File: src/rtl/uart_tx_engine.sv
// rtl/uart_tx_engine.sv - UART serial transmit engine: 11-bit-time frame, selectable baud, parity.
module uart_tx_engine #(
  parameter int CLK_HZ = 100000000
) (
  input  logic       clk,
  input  logic       reset_n,
  input  logic       LOAD,
  input  logic [7:0] OUT_PORT,
  input  logic       EIGHT,
  input  logic       PEN,
  input  logic       OHEL,
  input  logic [3:0] BAUD,
  output logic       TX,
  output logic       TXRDY
);

  // Bit periods rounded to the nearest clock; 921600 and above clamp to the same divisor.
  localparam logic [18:0] DIV_300    = 19'((CLK_HZ + 150) / 300);
  localparam logic [18:0] DIV_1200   = 19'((CLK_HZ + 600) / 1200);
  localparam logic [18:0] DIV_2400   = 19'((CLK_HZ + 1200) / 2400);
  localparam logic [18:0] DIV_4800   = 19'((CLK_HZ + 2400) / 4800);
  localparam logic [18:0] DIV_9600   = 19'((CLK_HZ + 4800) / 9600);
  localparam logic [18:0] DIV_19200  = 19'((CLK_HZ + 9600) / 19200);
  localparam logic [18:0] DIV_38400  = 19'((CLK_HZ + 19200) / 38400);
  localparam logic [18:0] DIV_57600  = 19'((CLK_HZ + 28800) / 57600);
  localparam logic [18:0] DIV_115200 = 19'((CLK_HZ + 57600) / 115200);
  localparam logic [18:0] DIV_230400 = 19'((CLK_HZ + 115200) / 230400);
  localparam logic [18:0] DIV_460800 = 19'((CLK_HZ + 230400) / 460800);
  localparam logic [18:0] DIV_921600 = 19'((CLK_HZ + 460800) / 921600);

  typedef enum logic {S_IDLE, S_SHIFT} state_t;

  state_t      state_q, state_d;
  logic [18:0] bt_q, bt_d;
  logic [3:0]  bit_q, bit_d;
  logic [10:0] sh_q, sh_d;
  logic [3:0]  baud_q, baud_d;

  logic [18:0] div;
  logic        parity;
  logic        b7, b8;
  logic [10:0] frame;

  always_comb begin
    div = DIV_921600;
    case (baud_q)
      4'd0:    div = DIV_300;
      4'd1:    div = DIV_1200;
      4'd2:    div = DIV_2400;
      4'd3:    div = DIV_4800;
      4'd4:    div = DIV_9600;
      4'd5:    div = DIV_19200;
      4'd6:    div = DIV_38400;
      4'd7:    div = DIV_57600;
      4'd8:    div = DIV_115200;
      4'd9:    div = DIV_230400;
      4'd10:   div = DIV_460800;
      default: div = DIV_921600;
    endcase
  end

  assign parity = (^OUT_PORT[6:0]) ^ (EIGHT & OUT_PORT[7]) ^ OHEL;
  assign b7     = EIGHT ? OUT_PORT[7] : (PEN ? parity : 1'b1);
  assign b8     = (EIGHT & PEN) ? parity : 1'b1;
  assign frame  = {1'b1, b8, b7, OUT_PORT[6:0], 1'b0};

  always_comb begin
    state_d = state_q;
    bt_d    = bt_q;
    bit_d   = bit_q;
    sh_d    = sh_q;
    baud_d  = baud_q;
    case (state_q)
      S_IDLE: begin
        if (LOAD) begin
          baud_d  = BAUD;
          sh_d    = frame;
          bt_d    = '0;
          bit_d   = '0;
          state_d = S_SHIFT;
        end
      end
      S_SHIFT: begin
        if (bt_q == div - 19'd1) begin
          bt_d = '0;
          if (bit_q == 4'd10) begin
            bit_d   = '0;
            sh_d    = '1;
            state_d = S_IDLE;
          end else begin
            bit_d = bit_q + 4'd1;
            sh_d  = {1'b1, sh_q[10:1]};
          end
        end else begin
          bt_d = bt_q + 19'd1;
        end
      end
      default: state_d = S_IDLE;
    endcase
  end

  always_ff @(posedge clk) begin
    if (!reset_n) begin
      state_q <= S_IDLE;
      bt_q    <= '0;
      bit_q   <= '0;
      sh_q    <= '1;
      baud_q  <= '0;
    end else begin
      state_q <= state_d;
      bt_q    <= bt_d;
      bit_q   <= bit_d;
      sh_q    <= sh_d;
      baud_q  <= baud_d;
    end
  end

  assign TX    = sh_q[0];
  assign TXRDY = (state_q == S_IDLE);

endmodule

File: config.mk
export PLATFORM = sky130hd
export DESIGN_NAME = uart_tx_engine
export DESIGN_NICKNAME = d
export VERILOG_FILES = /design/src/rtl/uart_tx_engine.sv
export SDC_FILE = /design/constraint.sdc
export NUM_CORES = 1
export LEC_CHECK = 0
export ABC_AREA = 1
export BUFFER_PORTS_ARGS = -buffer_cell sky130_fd_sc_hd__buf_2
export CAP_MARGIN = 20
export CORE_UTILIZATION = 35
export CTS_BUF_LIST = sky130_fd_sc_hd__clkbuf_8
export DETAILED_ROUTE_END_ITERATION = 10
export PLACE_DENSITY_LB_ADDON = 0.12
export SLEW_MARGIN = 20
export SYNTH_ARGS = -nofsm -noshare
export SYNTH_HDL_FRONTEND = slang
export SYNTH_SLANG_ARGS = --single-unit
export TNS_END_PERCENT = 50
File: constraint.sdc
create_clock -name clk -period 3.6 [get_ports clk]
set_input_delay 0.18 -clock clk [delete_from_list [all_inputs] [get_ports clk]]
set_output_delay 0.18 -clock clk [all_outputs]
set_load 0.1 [all_outputs]
* Word-level counts from Yosys, hierarchy flattened
Memory sizes are Yosys's and may differ from the RTL's. A register that Yosys moved wholly into a read port is not among the register bits. Index checks and enable logic that the tools add are counted.
Storage, ports and cells: memories 1, register bits 39, bits in read-only memories 288, input bits 18
Memories:
- (no name shown) | words 16, bits a word 18, read ports 1, clocked after Yosys merged registers in 1, write ports 0, RTL line 46 | case (baud_q)
Cells by class: muxes and demuxes 20, eq/ne operators 4, bitwise gates (word level) 5, reductions and logical operators 3, add/sub/neg operators 3
Operators with widths (number):
- 2-to-1 mux 19 bit | 2
- one-hot mux 19 bit (2 select lines) | 1
- 2-to-1 mux 11 bit | 2
- one-hot mux 11 bit (2 select lines) | 1
- 2-to-1 mux 4 bit | 5
- adder 19 x 1 -> 19 bit, second input constant | 1
- == test 19 bit | 1
- subtractor 19 x 1 -> 19 bit, second input constant | 1
- 2-to-1 mux 10 bit | 1
- one-hot mux 4 bit (2 select lines) | 1
- XOR reduction 7 bit | 1
- 2-to-1 mux 1 bit | 6
- adder 4 x 1 -> 4 bit, second input constant | 1
- == test 4 bit, second input constant | 1
- AND reduction 2 bit | 2
- AND 1 bit | 2
- != test 2 x 1 -> 1 bit, second input constant | 1
- != test 2 bit, second input constant | 1
- one-hot mux 1 bit (2 select lines) | 1
- bitwise XOR 1 bit | 2
- inverter 1 bit | 1

* Depth between registers and ports, before layout
word-level depth 7, depth in mapped cells 16, depth with buffers taken out 16

* Worst setup path after synthesis
OpenSTA, ideal clock, no wires.
path type register to register, from reg state_q, to reg div[4] (netlist name), path slack 1.658 ns, cell stages (with the launch flop) 11, required time 3.484 ns, data arrival time 1.826 ns, buffers on the path 0, library setup time 0.116 ns, path through dfxtp_1 -> nor2_2 -> inv_2 -> nor2_1 -> nor3_1 -> inv_1 -> ha_1 -> nand2_1 -> inv_1 -> nor2_1 -> a21oi_1
Between the ends: cells in the longest elaborated chain, start to end 4
RTL lines:
- start: declaration | RTL line 33 | state_t state_q, state_d;
- start signal: assignment | RTL line 110 | state_q <= state_d;
- inverter 1 bit
- AND reduction 2 bit (no line)
- 2-to-1 mux 4 bit (no line) (2 in series)
Every way passes these cells. A chain may end at the register's enable or synchronous reset.

* Final worst setup path
from reg div[0] (netlist name), to reg state_q
Between the ends: cells in the longest elaborated chain, start to end 4
RTL lines:
- subtractor 19 x 1 -> 19 bit | RTL line 84 | if (bt_q == div - 19'd1) begin
- == test 19 bit | RTL line 84
- 2-to-1 mux 1 bit | RTL line 84
- one-hot mux 1 bit (2 select lines) | RTL line 73 | case (state_q)
Every way passes these cells.

==> flow_summary.yaml <==
outcome:
  outcome: "completed"
cts:
  postCtsSetupBuffers: 0
  clk_latency_ps: 330
  clk_pin_slew_ps: 120
  cts_root_buf: "clkbuf_8"
  holdBufCountCts: 0
  cts_buffers: 5
  cts_tree: "built"
  clockBufferDepth: 2
  h-tree-depth: 2
  cts_resized: 0
  cts_sinks: 56
finish:
  regArea_mm2: 0.001121
  multi_input_area_mm2: 0.002266
  nets: 606
  antenna_cells: 0
  drive_gt1_frac: 0.09845
  nFillCells: 1132
  area_delta_synth_final_pct: 7.842
logic_synthesis:
  synth.distinct_cells: 37
  synth_seq_cells: 56
  syn_inst: 567
  synthFlopType: "dfxtp_1"
  async_reset_ff_frac: 0
  syn_nets: 595
  synth_warnings: 0
  synth_edf_count: 0
  syn-cell-area_mm2: 0.003717
  ys_seq_area_frac: 0.3016
  avgSynthCellArea_um2: 6.556
grt:
  overflow: 0
  grt_first_pass_wirelength_um: 16270
  grt_max_degree: 32
  grt_pass1_vias: 3371
  grt_util_all_layers: 0.1846
  antenna_found_initial: 0
timing:
  maxSlewViolCount: 0
  setup_violations: 0
  slew_headroom: 0.5377
  whs_ps: 120.8
  fin_ws_ps: 1151
  post-route-min-period_ps: 2449
  hold_violations: 0
  fmax_ghz: 0.4084
  rsz0062_at_grt: "no"
  finalCritPeriodShare: 0.6802
  final.setup.tns_ps: 0
  worst_pin_slew_ps: 688.2
  skew_ps: 14.98
route:
  drtAntennaViolNets: 0
  drt_iter0_drc: 118
  totalWireLength_um: 9617
  wl_per_cell_um: 13.45
  drc: 0
  first_pass_iters: 4
  via_per_inst: 4.973
  num_vias: 3556
worst_setup_path:
  path_max_fanout: 5
  arrival_ps: 2660
  cp.required_ps: 3810
  criticalPathCategory: "flip-flop to flip-flop"
  r2r-end: "state_q"
  ff2ff_setup_slack_ps: 1150
  reg2reg_depth: 15
  cp-start-kind: "flip-flop"
  cp-end-kind: "flip-flop"
  r2r_start: "div[0]"
floorplanning:
  ioPinCount: 20
  die_area_mm2: 0.01104
  initial_utilization: 0.3601
  die_h_um: 105.1
  fp.coreArea_mm2: 0.01032
  rows: 37
  fp.dieW_um: 105.1
power_and_ir_drop:
  p_per_area_mw_per_mm2: 372.8
  leakagePower_nw: 1.791
  peakVddDrop_mv: 0.2024
hold_path:
  hold_depth: 3
  worstHoldStart: "BAUD[0]"
  min_path_type: "input pin to flip-flop"
  hold_end: "baud_q[0]"
place:
  io_buffers: 19
  detailedPlace.worstSlack_ps: 1194
  finalWeightedCongestion: 0.8979
  hpwl_um: 7346
flow_run:
  drv_cap: 0
==> metal layers <==
metal / up-vias / track usage / wire [µm]
met5: - / 0 / 0
met4: 0 / 0.05131 / 149
met3: 14 / 0.02870 / 307
met2: 69 / 0.3169 / 4486
met1: 1630 / 0.2385 / 4674
li1: 1843 / - / -
==> sequential cells by signal (all words and copies together), names as in the netlist <==
register,cells
bt_q,19
div,18
sh_q,10
baud_q,4
bit_q,4
state_q,1
==> layout make-up <==
type,instances,area share
Multi-Input combinational cell,429,0.5652
Clock buffer,5,0.01717
Sequential cell,56,0.2797
Clock inverter,3,0.007179
Tap cell,136,0.04245
Inverter,65,0.06086
Timing Repair Buffer,21,0.02747
==> worst max-delay path, stage by stage, from the launching register on <==
cell     delay [ps]
dfxtp_1         390
inv_2            80
ha_1            320
inv_1            50
nand2_1          50
nand2_1          40
nor2_1          150
nand2_1          70
nor2_1          170
nand3_1         110
nor2_1          140
nand3_1         110
nor2_1          310
nand3_1         200
inv_1            90
a21oi_1          60
==> worst max path at each step <==
stage	slack, ps	endpoint	startpoint	cells after the start
detailed placement	1190	sh_q[7]	div[0]	14
CTS	1160	sh_q[7]	div[0]	14
finish	1150	state_q	div[0]	15
global placement	1210	sh_q[6]	div[0]	14
global route	790	bit_q[0]	div[0]	16
floorplan	1660	div[4]	state_q	10
==> placed cells by master, fill, tap and decap left out, types with 2 or more instances in the layout <==
cell / Yosys / routed
inv_1: 60 / 60
xor2_1: 24 / 24
xnor2_1: 11 / 11
a21oi_1: 35 / 35
ha_1: 10 / 10
buf_2: 3 / 19
nand2_2: 5 / 5
nor2_2: 5 / 5
nand3_1: 67 / 67
o22ai_1: 2 / 2
o22a_1: 6 / 6
inv_6: 0 / 2
o21ai_1: 2 / 2
nor2_1: 67 / 67
nand2_1: 135 / 135
nand3b_1: 13 / 13
nor3_2: 3 / 3
clkbuf_8: 0 / 5
buf_4: 0 / 2
nand3_2: 3 / 3
nor3_1: 8 / 8
dfxtp_1: 56 / 56
nor2_4: 4 / 4
nand4_1: 8 / 8
o21ai_0: 10 / 10
inv_2: 4 / 4
or2_2: 3 / 3
==> report_power, final <==
part	switching, W	internal (W)	total (W)
clock network	0.000260	0.000148	0.000408
registers	0.0000473	0.000663	0.000710
logic	0.000248	0.000128	0.000376
total	0.000555	0.000939	0.00149
==> per-stage QoR <==
step / instances / instance area (µm²) / util / power (W)
6_report: 715 / 4009 / 0.3883 / 0.001494
5_1_grt: 715 / 4009 / 0.3883 / 0.001594
4_1_cts: 715 / 4009 / 0.3883 / 0.001505
3_5_place_dp: 707 / 3911 / 0.3789 / 0.001098
3_3_place_gp: 707 / 3911 / 0.3789 / 0.001098
2_1_floorplan: 567 / 3717 / - / 0.001001
==> synthesized netlist by cell type, drive strengths merged, types with 2 or more instances <==
master  count  area (µm²)
ha         10       125.1
nor3       11       70.07
dfxtp      56        1121
nand4       8       50.05
nand3b     13       97.59
nand2     140       538.0
nand3      70       365.4
o22a        6       52.55
or2         4       25.03
clkbuf      9       37.53
nor2       76       327.8
xnor2      11       96.34
inv        64       240.2
xor2       24       210.2
a21oi      35       175.2
o21ai      12       60.06
o22ai       2       12.51
buf         8       48.79
==> cells by family after synthesis <==
| family | after synthesis | synth area share |
|---|---|---|
| AO/OA/AOI/OAI | 60 | 0.09189 |
| XOR/XNOR | 35 | 0.08246 |
| AND/OR/NAND/NOR | 324 | 0.4016 |
| adder cells (fa/ha/maj) | 10 | 0.03366 |
| flip-flops | 56 | 0.3016 |
| buffers and inverters | 82 | 0.08885 |
(Power assumes the default switching activity.)
